--- config.mk ---
export PLATFORM = sky130hd
export DESIGN_NAME = bp_update_scheduler
export DESIGN_NICKNAME = d
export VERILOG_FILES = /design/src/rtl/bp_update_scheduler.sv
export SDC_FILE = /design/constraint.sdc
export NUM_CORES = 1
export LEC_CHECK = 0
export CAP_MARGIN = 10
export CORE_ASPECT_RATIO = 0.8
export CORE_MARGIN = 4
export CORE_UTILIZATION = 40
export CTS_CLUSTER_DIAMETER = 60
export DETAILED_ROUTE_END_ITERATION = 7
export HOLD_SLACK_MARGIN = 0.06
export PLACE_DENSITY = 0.69
export SKIP_CTS_REPAIR_TIMING = 1
export SYNTH_ARGS = -nofsm -noshare
export SYNTH_HDL_FRONTEND = slang
export SYNTH_SLANG_ARGS = --single-unit
--- constraint.sdc ---
create_clock -name clk -period 2.4 [get_ports clk]
set_input_delay 0.36 -clock clk [delete_from_list [all_inputs] [get_ports clk]]
set_output_delay 0.36 -clock clk [all_outputs]
set_load 0.05 [all_outputs]
--- src/rtl/bp_update_scheduler.sv ---
// Write scheduler for the branch predictor tables. It sweeps every entry to its initial value after reset,
// then arbitrates queued BTB fills from ID against queued BHT updates from EX over one shared index.
module bp_update_scheduler #(
    parameter int WORD_SIZE    = 16,
    parameter int BTB_IDX_SIZE = 8,
    parameter int QDEPTH       = 4
) (
    input  logic                          clk,
    input  logic                          reset_n,
    input  logic                          id_upd_valid,
    input  logic [WORD_SIZE-1:0]          id_upd_pc,
    input  logic [WORD_SIZE-1:0]          id_upd_target,
    output logic                          id_upd_ready,
    input  logic                          ex_upd_valid,
    input  logic [WORD_SIZE-1:0]          ex_upd_pc,
    input  logic                          ex_upd_taken,
    output logic                          ex_upd_ready,
    output logic [BTB_IDX_SIZE-1:0]       tbl_idx,
    output logic                          tbl_we_tag,
    output logic [WORD_SIZE-BTB_IDX_SIZE-1:0] tbl_tag,
    output logic [WORD_SIZE-1:0]          tbl_target,
    output logic                          tbl_we_bht,
    output logic [1:0]                    tbl_bht_wdata,
    input  logic [1:0]                    bht_rd_data,
    output logic                          init_busy
);

    localparam int AW    = $clog2(QDEPTH);
    localparam int PW    = AW + 1;
    localparam int TAG_W = WORD_SIZE - BTB_IDX_SIZE;

    localparam logic [PW-1:0]           PTR_ONE  = PW'(1);
    localparam logic [BTB_IDX_SIZE-1:0] IDX_ONE  = BTB_IDX_SIZE'(1);
    localparam logic [BTB_IDX_SIZE-1:0] IDX_LAST = '1;
    localparam logic [1:0]              BHT_INIT = 2'b10;

    typedef enum logic {INIT, RUN} state_t;

    state_t state, state_next;

    logic [BTB_IDX_SIZE-1:0] sweep_cnt;
    logic [BTB_IDX_SIZE-1:0] idx_hold;
    logic                    rr, rr_next;

    logic [WORD_SIZE-1:0]    id_pc_mem  [QDEPTH];
    logic [WORD_SIZE-1:0]    id_tgt_mem [QDEPTH];
    logic [PW-1:0]           id_wr_ptr, id_rd_ptr;
    logic                    id_empty, id_full, id_push, id_pop;

    logic [BTB_IDX_SIZE-1:0] ex_idx_mem [QDEPTH];
    logic                    ex_tkn_mem [QDEPTH];
    logic [PW-1:0]           ex_wr_ptr, ex_rd_ptr;
    logic                    ex_empty, ex_full, ex_push, ex_pop;

    logic [WORD_SIZE-1:0]    id_head_pc, id_head_tgt;
    logic [BTB_IDX_SIZE-1:0] id_head_idx, ex_head_idx;
    logic                    ex_head_tkn;
    logic                    grant_id, grant_ex;

    // Only the index bits of an EX update matter; the upper PC bits are not stored.
    logic unused_ex_pc_hi;
    assign unused_ex_pc_hi = ^ex_upd_pc[WORD_SIZE-1:BTB_IDX_SIZE];

    function automatic logic [1:0] sat_inc(input logic [1:0] v);
        return (v == 2'd3) ? 2'd3 : v + 2'd1;
    endfunction

    function automatic logic [1:0] sat_dec(input logic [1:0] v);
        return (v == 2'd0) ? 2'd0 : v - 2'd1;
    endfunction

    assign id_empty     = (id_wr_ptr == id_rd_ptr);
    assign id_full      = (id_wr_ptr[AW] != id_rd_ptr[AW]) &&
                          (id_wr_ptr[AW-1:0] == id_rd_ptr[AW-1:0]);
    assign ex_empty     = (ex_wr_ptr == ex_rd_ptr);
    assign ex_full      = (ex_wr_ptr[AW] != ex_rd_ptr[AW]) &&
                          (ex_wr_ptr[AW-1:0] == ex_rd_ptr[AW-1:0]);

    assign id_upd_ready = !id_full;
    assign ex_upd_ready = !ex_full;
    assign id_push      = id_upd_valid && id_upd_ready;
    assign ex_push      = ex_upd_valid && ex_upd_ready;
    assign id_pop       = grant_id;
    assign ex_pop       = grant_ex;
    assign init_busy    = (state == INIT);

    assign id_head_pc   = id_pc_mem[id_rd_ptr[AW-1:0]];
    assign id_head_tgt  = id_tgt_mem[id_rd_ptr[AW-1:0]];
    assign id_head_idx  = id_head_pc[BTB_IDX_SIZE-1:0];
    assign ex_head_idx  = ex_idx_mem[ex_rd_ptr[AW-1:0]];
    assign ex_head_tkn  = ex_tkn_mem[ex_rd_ptr[AW-1:0]];

    // Queue payload storage carries no reset; occupancy is tracked by the pointers alone.
    always_ff @(posedge clk) begin
        if (id_push) begin
            id_pc_mem[id_wr_ptr[AW-1:0]]  <= id_upd_pc;
            id_tgt_mem[id_wr_ptr[AW-1:0]] <= id_upd_target;
        end
        if (ex_push) begin
            ex_idx_mem[ex_wr_ptr[AW-1:0]] <= ex_upd_pc[BTB_IDX_SIZE-1:0];
            ex_tkn_mem[ex_wr_ptr[AW-1:0]] <= ex_upd_taken;
        end
    end

    always_ff @(posedge clk or negedge reset_n) begin
        if (!reset_n) begin
            state <= INIT;
        end else begin
            state <= state_next;
        end
    end

    always_ff @(posedge clk or negedge reset_n) begin
        if (!reset_n) begin
            sweep_cnt <= '0;
            idx_hold  <= '0;
            rr        <= 1'b0;
            id_wr_ptr <= '0;
            id_rd_ptr <= '0;
            ex_wr_ptr <= '0;
            ex_rd_ptr <= '0;
        end else begin
            if (state == INIT) begin
                sweep_cnt <= sweep_cnt + IDX_ONE;
            end
            if (id_push) begin
                id_wr_ptr <= id_wr_ptr + PTR_ONE;
            end
            if (id_pop) begin
                id_rd_ptr <= id_rd_ptr + PTR_ONE;
            end
            if (ex_push) begin
                ex_wr_ptr <= ex_wr_ptr + PTR_ONE;
            end
            if (ex_pop) begin
                ex_rd_ptr <= ex_rd_ptr + PTR_ONE;
            end
            rr       <= rr_next;
            idx_hold <= tbl_idx;
        end
    end

    always_comb begin
        state_next = state;
        if (state == INIT && sweep_cnt == IDX_LAST) begin
            state_next = RUN;
        end
    end

    // Arbitration and table write drive; the tables capture these on the edge that pops the queue heads.
    always_comb begin
        grant_id      = 1'b0;
        grant_ex      = 1'b0;
        rr_next       = rr;
        tbl_idx       = idx_hold;
        tbl_we_tag    = 1'b0;
        tbl_we_bht    = 1'b0;
        tbl_tag       = '0;
        tbl_target    = '0;
        tbl_bht_wdata = 2'b00;

        if (state == INIT) begin
            tbl_idx       = sweep_cnt;
            tbl_we_tag    = 1'b1;
            tbl_we_bht    = 1'b1;
            tbl_bht_wdata = BHT_INIT;
        end else begin
            if (!id_empty && !ex_empty) begin
                if (id_head_idx == ex_head_idx) begin
                    grant_id = 1'b1;
                    grant_ex = 1'b1;
                end else if (!rr) begin
                    grant_ex = 1'b1;
                    rr_next  = 1'b1;
                end else begin
                    grant_id = 1'b1;
                    rr_next  = 1'b0;
                end
            end else begin
                grant_id = !id_empty;
                grant_ex = !ex_empty;
            end

            if (grant_id) begin
                tbl_idx    = id_head_idx;
                tbl_we_tag = 1'b1;
                tbl_tag    = id_head_pc[WORD_SIZE-1:BTB_IDX_SIZE];
                tbl_target = id_head_tgt;
            end
            if (grant_ex) begin
                tbl_idx       = ex_head_idx;
                tbl_we_bht    = 1'b1;
                tbl_bht_wdata = ex_head_tkn ? sat_inc(bht_rd_data) : sat_dec(bht_rd_data);
            end
        end
    end

    // Keeps TAG_W referenced as the documented tag width of tbl_tag.
    if (TAG_W < 1) begin : g_bad_width
        $error("WORD_SIZE must exceed BTB_IDX_SIZE");
    end

endmodule

==> results by group <==
Status
  • Run status: finished with violations
  • Failing checks: setup timing

Min path
  • Min-delay worst type: input port to asynchronous set/reset pin

Global routing
  • Number of global-route vias before repair: 4498
  • Total gr overflow: 0
  • First-pass GRT wire length: 25200 µm
  • Pin count of the biggest net entering global routing: 31
  • Initial antenna violation count: 2
  • GRT Overall Usage: 14.6%

Die
  • Die Span X: about 170 µm
  • Std cell rows: 46
  • Starting Density: 40.7%
  • Core area: ~20000 µm²
  • # IOs: 94
  • Die height: 135 µm
  • Die area: 22500 µm²

Yosys
  • Synth Area per Inst: 19.2 µm²
  • Yosys reg bits: about 190
  • Share of Yosys cell area claimed by the top area cell type: 61.1%
  • Most frequent cell after synthesis: edfxtp_1
  • Post-synth top cells: edfxtp_1, dfrtp_1, mux4_2
  • Synth warnings: 0
  • Synth area leaders: edfxtp_1, dfrtp_1, mux4_2, mux4_1, xnor2_1
  • EDFF count, synth: approximately 160
  • Syn Nets: 485
  • Netlist cell types: 41
  • Yosys top cell by area: edfxtp_1
  • Post-Synthesis Cells: 419
  • Synthesized area: roughly 8000 µm²
  • Sequential share of the synthesized area: 70.4%
  • Synth Flop Type: edfxtp_1
  • Post-synth ARST share: 15.5%

Power
  • PwrDens: just over 800 nW/µm²
  • Worst vdd ir: 0.000479 V
  • Power, Total: 0.00899 W
  • Pleak: 3.98 nW

Layout
  • Final instance area: 10900 µm²
  • Final nets: 629
  • Share of cells above drive strength 1: 39.1%
  • Ant. Diodes: 0
  • Synthesis-to-finish area growth: 35.1%

Clock tree
  • Clk root buf: clkbuf_16
  • TritonCTS clock tree: yes
  • Clock sink total: 194
  • CTS buffer count: 17
  • Worst-Skew Late Latency: approximately 0.43 ns
  • Max clock buf depth: 2
  • CTS HTree Levels: 4
  • Clock transition at path regs: 0.07 ns

Placement
  • Placed Area: 10100 µm²
  • Post-DP HPWL: between 10000 and 15000 µm
  • IO buf count: 85
  • GP Congestion: 0.780

Flow run
  • Maximum Capacitance Violations: 0

STA
  • Max Clk Rate: 308 MHz
  • Final setup violation count: 37
  • Worst-Margin Slew: 0.470 ns
  • Setup WS post-layout: -0.846 ns
  • Final Skew: 0.0128 ns
  • Max-Slew Margin vs Limit: 68.7%
  • Post-route clock period utilization: 135%
  • Max-slew violation count: 0
  • Hold Vio Cnt, Final: 0
  • Period minus WS final: 3.25 ns
  • RSZ-0062 raised after global routing: true

Critical path
  • Reg2Reg Capture Point: idx_hold[3]$_DFF_PN0_
  • WS Path Type: flop to output pin
  • Startpoint types: flop
  • Worst path arrival time: 2.89 ns
  • Crit-path max FO: 7
  • Worst r2r src: id_rd_ptr[0]$_DFFE_PN0P_
  • Critical path endpoint category: output pin
  • R2R cell count: 9
  • R2R Setup Slk: -0.09 ns
  • Data required, critical path: between 2 and 2.5 ns

Routing
  • DRC: 0
  • First-pass iteration count of the detailed router: 4
  • DR vias: approximately 4300
  • Antenna Nets Post-Route: 0
  • Vias per cell: 5.07
  • Routed WL: 16400 µm
  • Drt wl/cell: just under 20 µm
  • Starting DRT DRC Count: 351
state kept, by name (all words and copies together), names as in the netlist:
register,count
id_wr_ptr,3
sweep_cnt,8
rr,1
id_tgt_mem,64
ex_wr_ptr,3
id_rd_ptr,3
ex_idx_mem,32
idx_hold,8
state,1
ex_rd_ptr,3
ex_tkn_mem,4
id_pc_mem,64
worst max-delay path by stage:
stage                                   startpoint                to  slack (ns)  depth (start not counted)
after floorplan           id_rd_ptr[0]$_DFFE_PN0P_  tbl_bht_wdata[1]       -0.34                          8
after global placement    ex_rd_ptr[0]$_DFFE_PN0P_        tbl_idx[6]       -0.54                          7
after detailed placement  ex_rd_ptr[0]$_DFFE_PN0P_        tbl_idx[5]       -0.62                          7
after CTS                 ex_rd_ptr[0]$_DFFE_PN0P_        tbl_idx[3]       -1.11                          7
after global routing      id_rd_ptr[0]$_DFFE_PN0P_    tbl_target[13]       -0.94                         10
final                     id_rd_ptr[0]$_DFFE_PN0P_        tbl_tag[4]       -0.85                         10
cells in the final DEF (no fill, tap or decap), types with 3 or more instances in the layout:
cell	instances
edfxtp_1	164
clkdlybuf4s50_1	46
buf_12	45
buf_4	44
mux4_2	36
dfrtp_1	27
nor2b_4	24
clkbuf_16	18
xnor2_1	15
ha_1	11
nor2_1	10
a21oi_1	9
nand2_1	9
mux2i_1	8
nor2b_1	8
a221o_2	8
xor2_1	7
xnor2_2	7
inv_1	6
inv_6	6
buf_6	6
mux4_1	5
and3_1	5
nand3_1	4
o21ai_0	4
and3_2	3
and2_1	3
inv_8	3
cells by family after synthesis:
logic type / share of synthesized area (%)
AOI/OAI and AO/OA: 2.93
xor gates and xnor gates: 3.35
adders and majority gates: 1.71
buffers and inverters: 1.85
DFF: 70.4
muxes: 13.7
and+or+nand+nor: 6.08
through the flow:
step           worst slack, ns  instances  hold WS (ns)  utilization (%)  TNS (ns)
4_1_cts                  -1.11        826         0.324             53.8    -39.94
3_5_place_dp            -0.617        794         0.471             50.9    -21.53
3_3_place_gp            -0.537        794         0.456             50.9    -18.56
5_1_grt                 -0.937        840         0.343             55.0    -32.26
2_1_floorplan           -0.344        419        0.0644                -    -10.96
6_report                -0.846        840         0.323             55.0    -28.91
where the power goes:
group | internal (W) | switching, W
registers | 0.00431 | 0.000182
logic | 0.000800 | 0.000950
clock network | 0.00147 | 0.00127
total | 0.00658 | 0.00241
final cells by class:
class                   count  area, µm²
clock buffers              19        433
fillers                  1526       8910
clock inverters            13        139
inverters                   6       22.5
repair buffers            142       1780
well taps                 264        330
multi-input cells         202       2500
flip-flops and latches    194       5680
critical path, cell delays in order, from the launching register on:
cell and delay, ns:
dfrtp_4 0.51, buf_6 0.14, mux4_2 0.48, xnor2_2 0.21, nand4_2 0.17, nor2_8 0.20, o31ai_4 0.10, buf_12 0.15
clkbuf_16 0.18, nor2b_4 0.15, buf_12 0.15
per-layer routing:
layer / vias to the layer above / share of wire (%) / GRT usage (%)
li1: 1949 / - / -
met1: 2206 / 44 / 19.1
met2: 83 / 50 / 24.1
met3: 15 / 4.0 / 4.39
met4: 4 / 0.94 / 4.09
met5: - / 0.21 / 0
Power figures use the tool's default switching activity.
